## config.mk

```make
export PLATFORM = sky130hd
export DESIGN_NAME = fir_seq_ctrl
export DESIGN_NICKNAME = d
export VERILOG_FILES = /design/src/rtl/fir_pkg.sv /design/src/rtl/fir_valid_pipe.sv /design/src/rtl/fir_seq_ctrl.sv
export SDC_FILE = /design/constraint.sdc
export NUM_CORES = 1
export LEC_CHECK = 0
export CAP_MARGIN = 15
export CORE_MARGIN = 2
export CORE_UTILIZATION = 44
export CTS_BUF_LIST = sky130_fd_sc_hd__clkbuf_16
export CTS_CLUSTER_DIAMETER = 50
export CTS_CLUSTER_SIZE = 20
export DETAILED_ROUTE_END_ITERATION = 10
export DONT_BUFFER_PORTS = 1
export SYNTH_ARGS = -nofsm -noshare
export SYNTH_HDL_FRONTEND = slang
export SYNTH_SLANG_ARGS = --single-unit
```

## constraint.sdc

```tcl
create_clock -name clk -period 1.89 [get_ports clk]
set_input_delay 0.378 -clock clk [delete_from_list [all_inputs] [get_ports clk]]
set_output_delay 0.378 -clock clk [all_outputs]
set_load 0.03 [all_outputs]
```

## src/rtl/fir_pkg.sv

```systemverilog
// Shared definitions for the FIR sequencing controller.
//   - fir_state_e : controller state encoding (IDLE/LOAD/FLUSH/RUN)
//   - DEFAULT_DATAWIDTH, DEFAULT_N : default sample width and tap count
//   - clog2 : ceiling log2, used to size counters
package fir_pkg;

    localparam int unsigned DEFAULT_DATAWIDTH = 8;
    localparam int unsigned DEFAULT_N         = 4;

    typedef enum logic [1:0] {
        IDLE  = 2'd0,
        LOAD  = 2'd1,
        FLUSH = 2'd2,
        RUN   = 2'd3
    } fir_state_e;

    // Ceiling log2; clog2(1) = 0, so callers must pass values >= 2.
    function automatic int unsigned clog2(input int unsigned v);
        int unsigned r;
        int unsigned p;
        r = 0;
        p = 1;
        while (p < v) begin
            p = p << 1;
            r = r + 1;
        end
        return r;
    endfunction

endpackage

```

## src/rtl/fir_valid_pipe.sv

```systemverilog
// LAT-deep valid shift register with synchronous clear.
// Ports:
//   clk, rst : clock, asynchronous active-high reset
//   clr      : synchronous clear of every stage
//   din      : valid bit entering the pipeline
//   dout     : valid bit leaving the pipeline (LAT cycles after din)
module fir_valid_pipe #(
    parameter int unsigned LAT = 1
) (
    input  logic clk,
    input  logic rst,
    input  logic clr,
    input  logic din,
    output logic dout
);

    logic [LAT-1:0] sr;

    // Shift towards the MSB; the LAT-bit truncation drops the oldest stage.
    always_ff @(posedge clk or posedge rst) begin
        if (rst) begin
            sr <= '0;
        end else if (clr) begin
            sr <= '0;
        end else begin
            sr <= LAT'({sr, din});
        end
    end

    assign dout = sr[LAT-1];

endmodule

```

## src/rtl/fir_seq_ctrl.sv

```systemverilog
// Sequencing controller for the FIR_filter datapath: loads N coefficients,
// flushes the filter delay line with zeros, gates samples in, and tags
// filter outputs with m_valid after LAT cycles.
// Ports:
//   clk, rst                     : clock, asynchronous active-high reset
//   cfg_start                    : request coefficient reload
//   cfg_valid/cfg_data/cfg_ready : coefficient load handshake (tap 0 first)
//   s_valid/s_data/s_ready       : input sample handshake
//   fir_en, fir_x, fir_coef      : drive to FIR_filter
//   fir_y                        : FIR_filter output
//   m_valid, m_data              : tagged filter output (no backpressure)
//   busy                         : registered, high in LOAD and FLUSH
//   sample_cnt                   : accepted-sample count, only when the
//                                  FIR_SEQ_CNT_EN macro is defined
module fir_seq_ctrl
    import fir_pkg::*;
#(
    parameter int unsigned datawidth = DEFAULT_DATAWIDTH,
    parameter int unsigned N         = DEFAULT_N,
    parameter int unsigned LAT       = 1
) (
    input  logic                     clk,
    input  logic                     rst,
    input  logic                     cfg_start,
    input  logic                     cfg_valid,
    input  logic [datawidth-1:0]     cfg_data,
    output logic                     cfg_ready,
    input  logic                     s_valid,
    input  logic [datawidth-1:0]     s_data,
    output logic                     s_ready,
    output logic                     fir_en,
    output logic [datawidth-1:0]     fir_x,
    output logic [N*datawidth-1:0]   fir_coef,
    input  logic [datawidth-1:0]     fir_y,
    output logic                     m_valid,
    output logic [datawidth-1:0]     m_data,
    output logic                     busy
`ifdef FIR_SEQ_CNT_EN
    ,
    output logic [15:0]              sample_cnt
`endif
);

    localparam int unsigned IDXW = clog2(N);
    localparam int unsigned FCW  = clog2(N + 1);

    fir_state_e      state_q, state_d;
    logic [IDXW-1:0] idx_q;
    logic [FCW-1:0]  fcnt_q;
    logic            wr;
    logic            accept;
    logic            load_entry;

    // Next state and handshake/filter drive; s_ready and fir_en must react
    // in the same cycle as the transfer they qualify.
    always_comb begin
        state_d   = state_q;
        cfg_ready = 1'b0;
        s_ready   = 1'b0;
        fir_en    = 1'b0;
        fir_x     = '0;
        wr        = 1'b0;
        accept    = 1'b0;
        case (state_q)
            IDLE: begin
                if (cfg_start) state_d = LOAD;
            end
            LOAD: begin
                cfg_ready = 1'b1;
                wr        = cfg_valid;
                if (cfg_valid && (idx_q == IDXW'(N - 1))) state_d = FLUSH;
            end
            FLUSH: begin
                fir_en = 1'b1;
                if (fcnt_q == FCW'(N - 1)) state_d = RUN;
            end
            RUN: begin
                // A reload request wins over a sample in the same cycle.
                s_ready = !cfg_start;
                accept  = s_valid && !cfg_start;
                fir_en  = accept;
                fir_x   = accept ? s_data : '0;
                if (cfg_start) state_d = LOAD;
            end
            default: state_d = IDLE;
        endcase
    end

    assign load_entry = (state_d == LOAD) && (state_q != LOAD);

    // State, counters, coefficient store and busy flag.
    always_ff @(posedge clk or posedge rst) begin
        if (rst) begin
            state_q  <= IDLE;
            idx_q    <= '0;
            fcnt_q   <= '0;
            fir_coef <= '0;
            busy     <= 1'b0;
        end else begin
            state_q <= state_d;
            busy    <= (state_d == LOAD) || (state_d == FLUSH);
            if (wr) begin
                fir_coef[int'(idx_q)*datawidth +: datawidth] <= cfg_data;
                idx_q <= (idx_q == IDXW'(N - 1)) ? '0 : idx_q + IDXW'(1);
            end
            if (state_q == FLUSH) begin
                fcnt_q <= (fcnt_q == FCW'(N - 1)) ? '0 : fcnt_q + FCW'(1);
            end
        end
    end

    fir_valid_pipe #(.LAT(LAT)) u_valid_pipe (
        .clk  (clk),
        .rst  (rst),
        .clr  (load_entry),
        .din  (accept),
        .dout (m_valid)
    );

    assign m_data = m_valid ? fir_y : '0;

`ifdef FIR_SEQ_CNT_EN
    // Accepted-sample counter, restarted with every reconfiguration.
    always_ff @(posedge clk or posedge rst) begin
        if (rst) begin
            sample_cnt <= '0;
        end else if (load_entry) begin
            sample_cnt <= '0;
        end else if (accept) begin
            sample_cnt <= sample_cnt + 16'd1;
        end
    end
`endif

endmodule

```

==> results.sh <==
export IMPL_status="finished clean"
export IMPL_initial_core_util_pct=46.0
export IMPL_routed_wl_um=4240
export IMPL_final_hold_viol_count=0
export IMPL_final_common_cell="dfrtp_1"
export IMPL_cts_tree="yes"
export IMPL_slew_violations=0
export IMPL_antennaDiodeCount=0
export IMPL_crit_start="state_q[0]"
export IMPL_dieArea_sq_um=4710
export IMPL_p_switching_mw=1.55
export IMPL_worst_slew_margin_rel_pct=64.4
export IMPL_grt_pass1_wl_um=6280
export IMPL_cts_hold_buffers=0
export IMPL_synthArstFlopShare_pct=100
export IMPL_r2r_start="state_q[0]"
export IMPL_rows=23
export IMPL_firstDrtPassIters=4
export IMPL_swShare_pct=40.2
export IMPL_antenna_left=0
export IMPL_die_x_um=68.7
export IMPL_drive_above_1_share_pct=21.5
export IMPL_placedInstanceArea_sq_um=1990
export IMPL_cp_arrival_ns=1.45
export IMPL_cts_htree_levels=2
export IMPL_antenna_found_initial=0
export IMPL_track_usage_pct=19.0
export IMPL_fin_nets=210
export IMPL_clock_skew_ns=0.00456
export IMPL_clock_power_share_pct=23.8
export IMPL_critPathKind="reg2out"
export IMPL_seqPwrFrac_pct=48.2
export IMPL_stdcell_area_sq_um=2210
export IMPL_holdCritPathClass="in2async"
export IMPL_cp_max_fo=10
export IMPL_grt_pass1_vias=1344
export IMPL_fmax_ghz=0.547
export IMPL_grt_max_degree=42
export IMPL_rsz0062_at_grt="true"
export IMPL_synth_area_top_cells="dfrtp_1 (56%), a22o_1 (15%), ha_1 (6.8%), and2_1 (3.4%), and3_1 (3.1%)"
export IMPL_dp_hpwl_um=3160
export IMPL_core_area_sq_um=4000
export IMPL_syn_nets=187
export IMPL_p_int_mw=2.31
export IMPL_layout_common_cells="dfrtp_1 (41), a22o_1 (32), buf_4 (19)"
export IMPL_p_comb_share_pct=28.0
export IMPL_num_io_pins=82
export IMPL_place_congestion=0.738
export IMPL_synth_cell_type_count=27
export IMPL_period_share_pct=96.8
export IMPL_portBuffers=0
export IMPL_cts_root_buf="clkbuf_16"
export IMPL_drc_errors=0
export IMPL_dr_total_vias=1325
export IMPL_overflow=0
export IMPL_setup_violations=0
export IMPL_numCtsBuffers=5
export IMPL_ys_flop_type="dfrtp_1"
export IMPL_insertion_delay_ns=0.27
export IMPL_vias_per_cell=5.97
export IMPL_drt_iter0_drc=33
export IMPL_powerDensity_nw_per_um2=1740
export IMPL_fin_setup_tns_ns=0
export IMPL_final_min_clock_period_ns=1.83
export IMPL_leakage_nw=1.12
export IMPL_routedWlPerCell_um=19.1
export IMPL_syn_avg_cell_area_sq_um=12.4
export IMPL_synth_area_leader_cell="dfrtp_1"
export IMPL_ys_ff_latch=41
export IMPL_die_h_um=68.7
export IMPL_cts_sinks=41
export IMPL_yosysWarnings=0
export IMPL_synthCells=148
export IMPL_syn_to_final_growth_pct=20.2
export IMPL_ir_drop_uv=895
export IMPL_worstPathRequired_ns=1.51
export IMPL_ys_seq_area_share_pct=55.8
export IMPL_drv_cap=0
export IMPL_start_kind="flip-flop"
export IMPL_synth_edf_count=0
export IMPL_worst_pin_slew_ns=0.531
export IMPL_path_clk_slew_ns=0.06
export IMPL_yosysTopAreaCellShare_pct=55.8
export IMPL_synth_area_sq_um=1840
export IMPL_clockBufferDepth=2
export IMPL_worstSetupEndpointType="primary output"
==> kinds of logic after synthesis <==
kind of cell / after synthesis / share of synthesized area, %
compound gates: 38 / 17.3
mux: 3 / 1.77
flops: 41 / 55.8
fa+ha+maj: 10 / 6.80
buf+inv: 12 / 2.58
simple gates: 44 / 15.7
==> path summary, 6_finish.rpt <==
path                                endpoint  slack, ns  cells past startpoint
max                                   fir_en       0.06                      4
min                             fir_coef[25]       0.11                      2
max reg2reg                u_valid_pipe.dout       0.07                      7
min reg2reg                        fcnt_q[0]       0.49                      1
max in group asynchronous       fir_coef[31]       1.43                      2
min in group clk                fir_coef[14]       0.23                      1
==> worst max-delay path, stage by stage (launching register included) <==
cell     delay, ns
dfrtp_1       0.39
ha_1          0.20
nor2b_4       0.14
and2_1        0.16
or2_4         0.27
==> cell type report <==
cell class | count | area [sq um]
flip-flops and latches | 41 | 1030
fillers | 343 | 1790
multi-input cells | 95 | 783
well taps | 50 | 62.6
clock inverters | 3 | 37.5
repair buffers | 19 | 143
inverters | 9 | 33.8
clock buffers | 5 | 125
==> stage by stage <==
stage	hold WS, ns	utilization (%)	power [mW]	setup slack (ns)	std cells
2_1_floorplan	0.457	-	2.61	0.0444	148
3_3_place_gp	0.419	49.8	2.83	0.130	209
3_5_place_dp	0.426	49.8	2.89	0.0596	209
4_1_cts	0.131	54.6	3.86	0.00417	220
5_1_grt	0.151	55.3	4.09	-0.00293	222
6_report	0.106	55.3	3.86	0.0606	222
==> Yosys cell counts (2+ instances only) <==
library cell	instances
dfrtp_1	41
a22o_1	32
and2_1	10
ha_1	10
and3_1	9
inv_1	9
nand3_1	6
nand2_1	5
nor2_1	3
o21ai_0	3
buf_2	2
mux2_2	2
nor2b_1	2
==> flip-flops by register name, summed over array words and instances (netlist names) <==
register           count
state_q                2
fcnt_q                 3
idx_q                  2
busy                   1
u_valid_pipe.dout      1
fir_coef              32
==> what timing repair did <==
item                                    in CTS  in global routing
buffers inserted                             3                  2
gates resized for setup                      2                  6
pin swaps                                    0                  3
hold endpoints to repair                     0                  0
endpoints found under the setup margin       9                 25
==> routing by layer <==
metal	share of wire [%]	track usage [%]
met3	10	8.77
met1	37	20.6
met2	51	32.0
met4	0.94	7.50
met5	0	0
==> power by group through the flow <==
stage          sequential (mW)  combinational (mW)  clock, mW
2_1_floorplan             1.82               0.783          0
3_3_place_gp              1.87               0.955          0
3_5_place_dp              1.88                1.01          0
4_1_cts                   1.86                1.07      0.932
5_1_grt                   1.89                1.21      0.987
6_report                  1.86                1.08      0.916
Power figures use the tool's default switching activity.
